File: src/rtl/mem_access_ctrl.sv
// Request sequencer for the Memory_Cell array: one access per request,
// with a setup cycle, a single-cycle strobe and a held response.
module mem_access_ctrl #(
    parameter int N  = 2,
    parameter int DW = 8
) (
    input  logic              clk,
    input  logic              rst_n,
    input  logic              req_valid,
    output logic              req_ready,
    input  logic              req_wr,
    input  logic [2*N-1:0]    req_addr,
    input  logic [DW-1:0]     req_wdata,
    output logic [(1<<N)-1:0] row_sel,
    output logic [(1<<N)-1:0] col_sel,
    output logic              cell_rd,
    output logic              cell_wr,
    output logic [DW-1:0]     cell_wdata,
    input  logic [DW-1:0]     cell_rdata,
    output logic              rsp_valid,
    input  logic              rsp_ready,
    output logic              rsp_wr,
    output logic [DW-1:0]     rsp_rdata
);

    localparam int R = 1 << N;
    localparam logic [R-1:0] ONE = {{(R-1){1'b0}}, 1'b1};

    localparam logic [1:0] IDLE   = 2'd0;
    localparam logic [1:0] SETUP  = 2'd1;
    localparam logic [1:0] STROBE = 2'd2;
    localparam logic [1:0] RESP   = 2'd3;

    logic [1:0]     state;
    logic [1:0]     state_nx;
    logic           wr_q;
    logic [2*N-1:0] addr_q;
    logic [DW-1:0]  wdata_q;
    logic [DW-1:0]  rdata_q;
    logic           active;

    always_comb begin
        state_nx = IDLE;
        case (state)
            IDLE:    state_nx = req_valid ? SETUP : IDLE;
            SETUP:   state_nx = STROBE;
            STROBE:  state_nx = RESP;
            RESP:    state_nx = rsp_ready ? IDLE : RESP;
            default: state_nx = IDLE;
        endcase
    end

    always_ff @(posedge clk or negedge rst_n) begin
        if (!rst_n) begin
            state   <= IDLE;
            wr_q    <= 1'b0;
            addr_q  <= '0;
            wdata_q <= '0;
            rdata_q <= '0;
        end else begin
            state <= state_nx;
            if (state == IDLE && req_valid) begin
                wr_q    <= req_wr;
                addr_q  <= req_addr;
                wdata_q <= req_wdata;
            end
            // Reads sample the cell at the end of the strobe cycle
            if (state == STROBE && !wr_q) begin
                rdata_q <= cell_rdata;
            end
        end
    end

    assign active     = (state == SETUP) || (state == STROBE);
    assign req_ready  = (state == IDLE);
    assign row_sel    = active ? (ONE << addr_q[2*N-1:N]) : '0;
    assign col_sel    = active ? (ONE << addr_q[N-1:0]) : '0;
    assign cell_wdata = active ? wdata_q : '0;
    assign cell_rd    = (state == STROBE) && !wr_q;
    assign cell_wr    = (state == STROBE) && wr_q;
    assign rsp_valid  = (state == RESP);
    assign rsp_wr     = rsp_valid && wr_q;
    assign rsp_rdata  = rdata_q;

endmodule

File: config.mk
export PLATFORM = sky130hd
export DESIGN_NAME = mem_access_ctrl
export DESIGN_NICKNAME = d
export VERILOG_FILES = /design/src/rtl/mem_access_ctrl.sv
export SDC_FILE = /design/constraint.sdc
export NUM_CORES = 1
export LEC_CHECK = 0
export ABC_AREA = 1
export ABC_CLOCK_PERIOD_IN_PS = 2100
export BUFFER_PORTS_ARGS = -buffer_cell sky130_fd_sc_hd__buf_2
export CORE_MARGIN = 2
export CORE_UTILIZATION = 48
export DETAILED_ROUTE_END_ITERATION = 6
export PLACE_DENSITY = 0.94
export SETUP_SLACK_MARGIN = 0.02
export SLEW_MARGIN = 20
export SYNTH_ARGS = -nofsm -noshare
export SYNTH_HDL_FRONTEND = slang
export SYNTH_SLANG_ARGS = --single-unit
File: constraint.sdc
create_clock -name clk -period 2.1 [get_ports clk]
set_input_delay 0.42 -clock clk [delete_from_list [all_inputs] [get_ports clk]]
set_output_delay 0.42 -clock clk [all_outputs]
set_load 0.01 [all_outputs]
==> reports/metrics.cfg, run 1 <==
[outcome]
outcome=finished clean

[floorplan]
ioPinCount=54
die_h_um=51.9
die_w_um=51.9
die-area_um2=2700
initial_utilization=0.503
core_um2=2190
num_rows=17

[clock_tree]
clkSinkCount=23
ctsLongestPathBuffers=2
clk_latency_ps=320
cts_tree=done
cts_hold_buffers=0
ctsHtreeMaxLevel=1
cts_buffers=3
clk_pin_slew_worst_paths_ps=120
root_buffer=clkbuf_4

[timing]
period_needed_ps=1930
hold_viol_final=0
finalMaxSlewViolations=0
tns_ps=0
clock-skew-final_ps=5.50
finalCritPeriodShare=0.919
grt_setup_unrepaired=false
tightest_slew_ps=487
setup_viol=0
slew_headroom=0.675
max_freq_mhz=518

[grt]
gr-total-overflow=0
grt_pass1_wl_um=3540
grt_max_degree=24
first_global_vias=878
antenna_found_initial=0
track_usage=0.177

[power]
combPwrFrac=0.530
p_seq_frac=0.372
clkPwrFrac=0.098
ir_drop_mv=0.706
power.total_mw=2.08
netSwitchingFraction=0.441
power_density_nw_per_um2=1460
switching_power_mw=0.916
intPower_mw=1.16
power.leakage_nw=0.926

[final_layout]
n_antenna_cell=0
n_fill_cell=215
drive_above_1_share=0.337
syn_to_final_growth_pct=28.7
nets=222

[critical_path]
crit_chain=inv_1, ha_1, inv_1, nor3_1, buf_2
crit_path_max_fanout=8
cp_num_cells=5
crit_path_top_delay_cell=dfrtp_1
critPathRequiredTime_ps=1680
crit_family=flip-flops
cpPeakStageDelay_ps=390
path_buf_inv=3
endpoint_kind=output pin
r2r_cells=6
crit_path_frequent_cell=inv_1
start_kind=flip-flop
worstPathArrival_ps=1510
critical_path_class=flip-flop to output pin

[yosys]
seq_area_frac_synth=0.522
netlist_area_um2=1100
yosysTopAreaCellShare=0.522
syn-num-nets=165
yosysWarningCount=0
synth_cells=137
yosysUniqueCellTypes=14
synthTopCellsByArea=dfrtp_1, nand2_1, inv_1
ys_seq_elements=23
synth_top_cell_by_area=dfrtp_1
avgSynthCellArea_um2=8.05

[route]
ant_nets=0
drc=0
drt_iter0_drc=16
drt-pass1-iter-count=4
vias=1003
vias_per_cell=4.54
drt-wirelength-per-cell_um=9.85
drt_wl_total_um=2180

[place]
place_congestion=0.763
portBuffers=53
dp_hpwl_um=1690

[run]
cap_violations=0

[worst_hold_path]
holdCritPathClass=primary input to async pin

==> cell usage in the layout, fill, tap and decap left out <==
master	instances
inv_2	1
clkbuf_4	3
ha_1	3
a21oi_2	1
inv_1	21
nor3_1	7
buf_2	53
nand2_2	1
buf_4	3
nor3_2	1
dfrtp_1	23
nand3_1	8
clkinv_2	1
nand2_8	1
nor2_1	5
a21oi_1	4
nand2_1	57
==> final timing paths <==
path | startpoint | end | slack [ps]
setup reg to reg | state[1] | rsp_rdata[0] | 840
min in group clk | cell_rdata[1] | rsp_rdata[1] | 280
setup / recovery | state[0] | row_sel[3] | 170
hold reg to reg | wdata_q[1] | wdata_q[1] | 490
hold / removal | rst_n | rsp_rdata[1] | 40
max in group asynchronous | rst_n | addr_q[0] | 1720
==> kinds of logic (layout without fill, tap and decap cells) <==
family                   Yosys count  in the layout  synth area share
AO/OA/AOI/OAI                      5              5            0.0261
adder cells (fa/ha/maj)            3              3            0.0341
buffers and inverters             26             82             0.110
flip-flops                        23             23             0.522
AND/OR/NAND/NOR                   80             80             0.308
==> synth_stat cells <==
cell type and n:
inv_1 21, nand2_8 1, nand2_2 1, buf_6 3, buf_2 1, nor2_1 5, nand2_1 57, inv_2 1
dfrtp_1 23, ha_1 3, a21oi_1 4, nand3_1 8, nor3_1 8, a21oi_2 1
==> state kept, by name, summed over array words and instances, names as in the netlist <==
| signal | flops |
|---|---|
| state | 2 |
| wdata_q | 8 |
| addr_q | 4 |
| wr_q | 1 |
| rsp_rdata | 8 |
==> stage by stage <==
step	std cells	util	setup WS, ps	hold slack, ps	area [µm²]
finish	221	0.648	170	39.5	1420
global route	221	0.648	36.5	63.5	1420
CTS	220	0.642	126	48.4	1410
detailed placement	216	0.629	504	407	1380
global placement	216	0.629	566	412	1380
floorplan	137	-	463	124	1100
==> routing by layer <==
metal	track usage	routed length (µm)
met4	0.0921	42
met1	0.221	937
met2	0.295	1080
met3	0.0259	118
met5	0	0
==> what timing repair did <==
item,CTS,global route
setup buffers,0,1
resized for setup,0,1
setup endpoints to repair,0,5
endpoints found under the hold margin,0,0
==> final cells by class <==
class / instances / area (µm²) / share of cell area
inverter: 22 / 82.6 / 0.0582
timing repair buffer: 56 / 288 / 0.203
sequential: 23 / 576 / 0.406
clock buffer: 3 / 22.5 / 0.0159
multi-input combinational: 88 / 410 / 0.289
clock inverter: 1 / 5.00 / 0.00353
tap: 28 / 35.0 / 0.0247
==> power by group through the flow <==
stage	clock, mW	combinational (mW)	sequential [mW]
5_1_grt	0.236	1.24	0.802
4_1_cts	0.210	1.10	0.775
3_5_place_dp	0	1.10	0.783
2_1_floorplan	0	0.686	0.806
3_3_place_gp	0	1.07	0.774
6_report	0.203	1.10	0.772
(Power assumes the default switching activity.)
==> run 2, diff against run 1 <==
--- a/config.mk
+++ b/config.mk
@@ -8,7 +8,6 @@
 export ABC_AREA = 1
 export ABC_CLOCK_PERIOD_IN_PS = 2100
 export BUFFER_PORTS_ARGS = -buffer_cell sky130_fd_sc_hd__buf_2
-export CORE_MARGIN = 2
 export CORE_UTILIZATION = 48
 export DETAILED_ROUTE_END_ITERATION = 6
 export PLACE_DENSITY = 0.94
==> run 2 against run 1 <==
Compared with the run above: cell count unchanged; highest routed layer unchanged; register-to-register slack worse by 50 ps; first-iteration DRC count up 56%; clock skew down 5.0 ps; clock power about the same; critical endpoint unchanged; power up 8.8%.
==> reports/metrics.cfg, run 2 (synthesis gave the netlist of run 1 again) <==
[route]
drt-pass1-iter-count=4
vias=1111
drt_wl_total_um=2930
ant_nets=0
drt_iter0_drc=25
drc=0
vias_per_cell=5.03
drt-wirelength-per-cell_um=13.2

[floorplan]
initial_utilization=0.535
num_rows=16
die-area_um2=2490
die_w_um=49.9
ioPinCount=54
core_um2=2060
die_h_um=49.9

[critical_path]
critical_path_class=flip-flop to output pin
critPathRequiredTime_ps=1680
start_kind=flip-flop
rrSetupSlack_ps=790
crit_path_max_fanout=8
startpoint=state[1]
r2r-start=state[1]
worstPathArrival_ps=1630
endpoint_kind=output pin

[timing]
setup_viol=0
hold_viol_final=0
finalCritPeriodShare=0.977
max_freq_mhz=487
period_needed_ps=2050
tns_ps=0
grt_setup_unrepaired=true
tightest_slew_ps=514
finalMaxSlewViolations=0
setup_ws_ps=47.8
slew_headroom=0.657
clock-skew-final_ps=0.458

[place]
place_congestion=0.728
detailedPlace.worstSlack_ps=258
dp_hpwl_um=2010
portBuffers=53

[clock_tree]
cts_buffers=3
clkSinkCount=23
clk_latency_ps=310
ctsLongestPathBuffers=2
ctsHtreeMaxLevel=1
root_buffer=clkbuf_4
clk_pin_slew_worst_paths_ps=120
cts_hold_buffers=0
cts_tree=done

[power]
power_density_nw_per_um2=1560
power.leakage_nw=0.928
ir_drop_mv=0.956

[final_layout]
drive_above_1_share=0.371
n_antenna_cell=0
syn_to_final_growth_pct=31.7
final_common_cell=nand2_1
nets=223
n_fill_cell=151
final_cell_mix=nand2_1, buf_2, dfrtp_1, inv_1, nand3_1
fin_util=0.704

[grt]
antenna_found_initial=0
grt_pass1_wl_um=4560
grt_max_degree=24
gr-total-overflow=0
first_global_vias=1098
track_usage=0.242

[run]
cap_violations=0

[outcome]
outcome=finished clean

[worst_hold_path]
holdCritPathClass=primary input to async pin

## run 2: cell types whose count changed in the layout (fill, tap and decap cells not counted), sizes merged
cell and change:
inv -1, buf +1, clkinvlp +1
## run 2: layer usage
metal,part of all wire,wire (µm),GRT usage
met1,0.38,1110,0.242
met2,0.56,1650,0.473
met3,0.023,68,0.0247
met4,0.034,99,0.138
met5,0,0,0
## run 2: layout make-up
type / count / area (µm²) / area share
inverters: 22 / 86.3 / 0.0595
repair buffers: 57 / 295 / 0.203
clock buffers: 3 / 22.5 / 0.0155
well taps: 27 / 33.8 / 0.0233
clock inverters: 1 / 5.00 / 0.00345
multi-input cells: 88 / 433 / 0.298
flip-flops and latches: 23 / 576 / 0.397
## run 2: through the flow
stage               area, µm²  hold WS, ps  std cells  power [mW]
detailed placement       1370          421        214        1.89
global placement         1370          409        214        1.81
finish                   1450         58.2        221        2.26
floorplan                1100          124        137        1.49
CTS                      1410         72.6        218        2.13
global route             1450         75.5        221        2.42
## run 2: what timing repair did
action	in CTS	in global routing
setup buffers	0	3
resized for setup	2	6
pin swaps	0	2
endpoints found under the setup margin	8	9
## run 2: worst paths after layout
| path | cells after the start | to |
|---|---|---|
| worst max-delay path | 5 | row_sel[3] |
| min in group clk | 3 | rsp_rdata[4] |
| max in group asynchronous | 1 | rsp_rdata[0] |
| worst min register to register | 2 | wdata_q[5] |
| worst min-delay path | 1 | wdata_q[4] |
| worst max register to register | 6 | wr_q |
## run 2: power breakdown
part	total, mW	switching [mW]	internal [mW]
Combinational	1.25	0.748	0.505
Clock	0.204	0.133	0.0713
Sequential	0.803	0.148	0.655
Total	2.26	1.03	1.23
## run 2: critical path, cell delays in order, from the launching register on
cell	delay, ps
dfrtp_1	440
inv_2	80
ha_4	300
clkinvlp_4	160
nor3_1	180
buf_2	160
==> run 3, diff against run 2 <==
--- a/config.mk
+++ b/config.mk
@@ -8,6 +8,7 @@
 export ABC_AREA = 1
 export ABC_CLOCK_PERIOD_IN_PS = 2100
 export BUFFER_PORTS_ARGS = -buffer_cell sky130_fd_sc_hd__buf_2
+export CORE_MARGIN = 4
 export CORE_UTILIZATION = 48
 export DETAILED_ROUTE_END_ITERATION = 6
 export PLACE_DENSITY = 0.94
==> run 3 against run 2 <==
Compared with the run above: combinational power fell by 5%; register-to-register slack improved by 30 ps; worst hold slack improved by 0.50 ps; sequential share of layout area rose by 0.28 points; clock skew barely moved; cell count rose by 0.45%; clock power fell by 3%; first-iteration DRC count rose by 40%; design area fell by 0.69%; critical path depth did not move; setup slack improved by 110 ps; largest power group unchanged; highest routed layer unchanged.
==> reports/metrics.cfg, run 3 (synthesis gave the netlist of run 1 again) <==
[final_layout]
nets=223
final_cell_mix=nand2_1, buf_2, dfrtp_1, inv_1, nand3_1
final_common_cell=nand2_1
drive_above_1_share=0.345
n_antenna_cell=0
syn_to_final_growth_pct=30.8
fin_util=0.658

[power]
power_density_nw_per_um2=1500
power.leakage_nw=0.925
ir_drop_mv=0.746

[clock_tree]
ctsHtreeMaxLevel=1
cts_tree=done
clk_latency_ps=300
ctsLongestPathBuffers=2
root_buffer=clkbuf_4
clkSinkCount=23
cts_hold_buffers=0
cts_buffers=3
clk_pin_slew_worst_paths_ps=110

[timing]
tightest_slew_ps=495
max_freq_mhz=514
finalMaxSlewViolations=0
period_needed_ps=1950
tns_ps=0
setup_viol=0
hold_viol_final=0
slew_headroom=0.670
finalCritPeriodShare=0.926
clock-skew-final_ps=0.761
grt_setup_unrepaired=false

[critical_path]
timing.rr.end=addr_q[0]
r2r_cells=6
r2r-start=state[1]
rrSetupSlack_ps=820
crit_chain=inv_1, ha_4, clkinvlp_4, nor3_1, buf_2
critPathRequiredTime_ps=1680
endpoint_kind=output pin
critical_path_class=flip-flop to output pin
start_kind=flip-flop
crit_path_max_fanout=8
cpPeakStageDelay_ps=390
worstPathArrival_ps=1530
crit_path_top_delay_cell=dfrtp_1

[grt]
antenna_found_initial=0
gr-total-overflow=0
grt_max_degree=24
track_usage=0.166
first_global_vias=974
grt_pass1_wl_um=4130

[floorplan]
initial_utilization=0.503
die_h_um=55.9
die_w_um=55.9
ioPinCount=54
die-area_um2=3130
num_rows=17
core_um2=2190

[route]
ant_nets=0
vias=1014
drt-wirelength-per-cell_um=10.9
drt_iter0_drc=35
vias_per_cell=4.57
drc=0
drt_wl_total_um=2410
drt-pass1-iter-count=4

[place]
portBuffers=53
place_congestion=0.770
dp_hpwl_um=1860

[outcome]
outcome=finished clean

[worst_hold_path]
holdCritPathClass=primary input to async pin

[run]
cap_violations=0

==> run 3: changes by cell type in the layout (fill, tap and decap cells not counted), sizes merged <==
cell    delta
clkbuf     +1
clkinv     -1
==> run 3: critical path: cells and delay by family (launching register included) <==
family / cells / cell delay [ps]
buf+inv: 3 / 390
flops: 1 / 390
simple gates: 1 / 150
fa+ha+maj: 1 / 290
==> run 3: metrics by stage <==
stage	setup slack (ps)	area, µm²	cells	power, mW	hold WS (ps)
floorplan	463	1100	137	1.49	124
CTS	70.7	1410	219	2.12	72.7
global route	26.1	1440	222	2.37	86.7
global placement	333	1370	215	1.83	413
finish	154	1440	222	2.16	58.7
detailed placement	240	1370	215	1.87	418
==> run 3: worst max-delay path by stage <==
stage / from / to / slack [ps] / depth (start not counted)
2_1_floorplan: state[1] / col_sel[0] / 460 / 5
3_3_place_gp: state[1] / col_sel[3] / 330 / 5
3_5_place_dp: state[1] / row_sel[0] / 240 / 5
4_1_cts: state[1] / row_sel[0] / 70 / 5
5_1_grt: state[1] / row_sel[0] / 30 / 5
6_report: state[1] / col_sel[1] / 150 / 5
==> run 3: routing by layer <==
layer	vias to the layer above	track usage	share of wire
met3	5	0.0232	0.049
met5	-	0	0
met4	0	0.0814	0.021
met2	28	0.274	0.52
met1	456	0.214	0.41
li1	525	-	-
==> run 3: cell type report <==
| type | instances | area (µm²) |
|---|---|---|
| clock buffers | 4 | 26.3 |
| fillers | 202 | 749 |
| inverters | 22 | 86.3 |
| multi-input cells | 88 | 423 |
| flip-flops and latches | 23 | 576 |
| well taps | 28 | 35.0 |
| repair buffers | 57 | 295 |
==> run 3: what timing repair did <==
item | 4_1_cts | 5_1_grt
setup buffers | 0 | 3
pin swaps | 0 | 1
endpoints found under the setup margin | 8 | 8
gates resized for setup | 2 | 2
==> run 3: power by group <==
group	leakage (nW)	internal, mW	switching, mW	total, mW
clock network	0.0150	0.0741	0.122	0.197
logic	0.634	0.486	0.704	1.19
registers	0.276	0.655	0.117	0.772
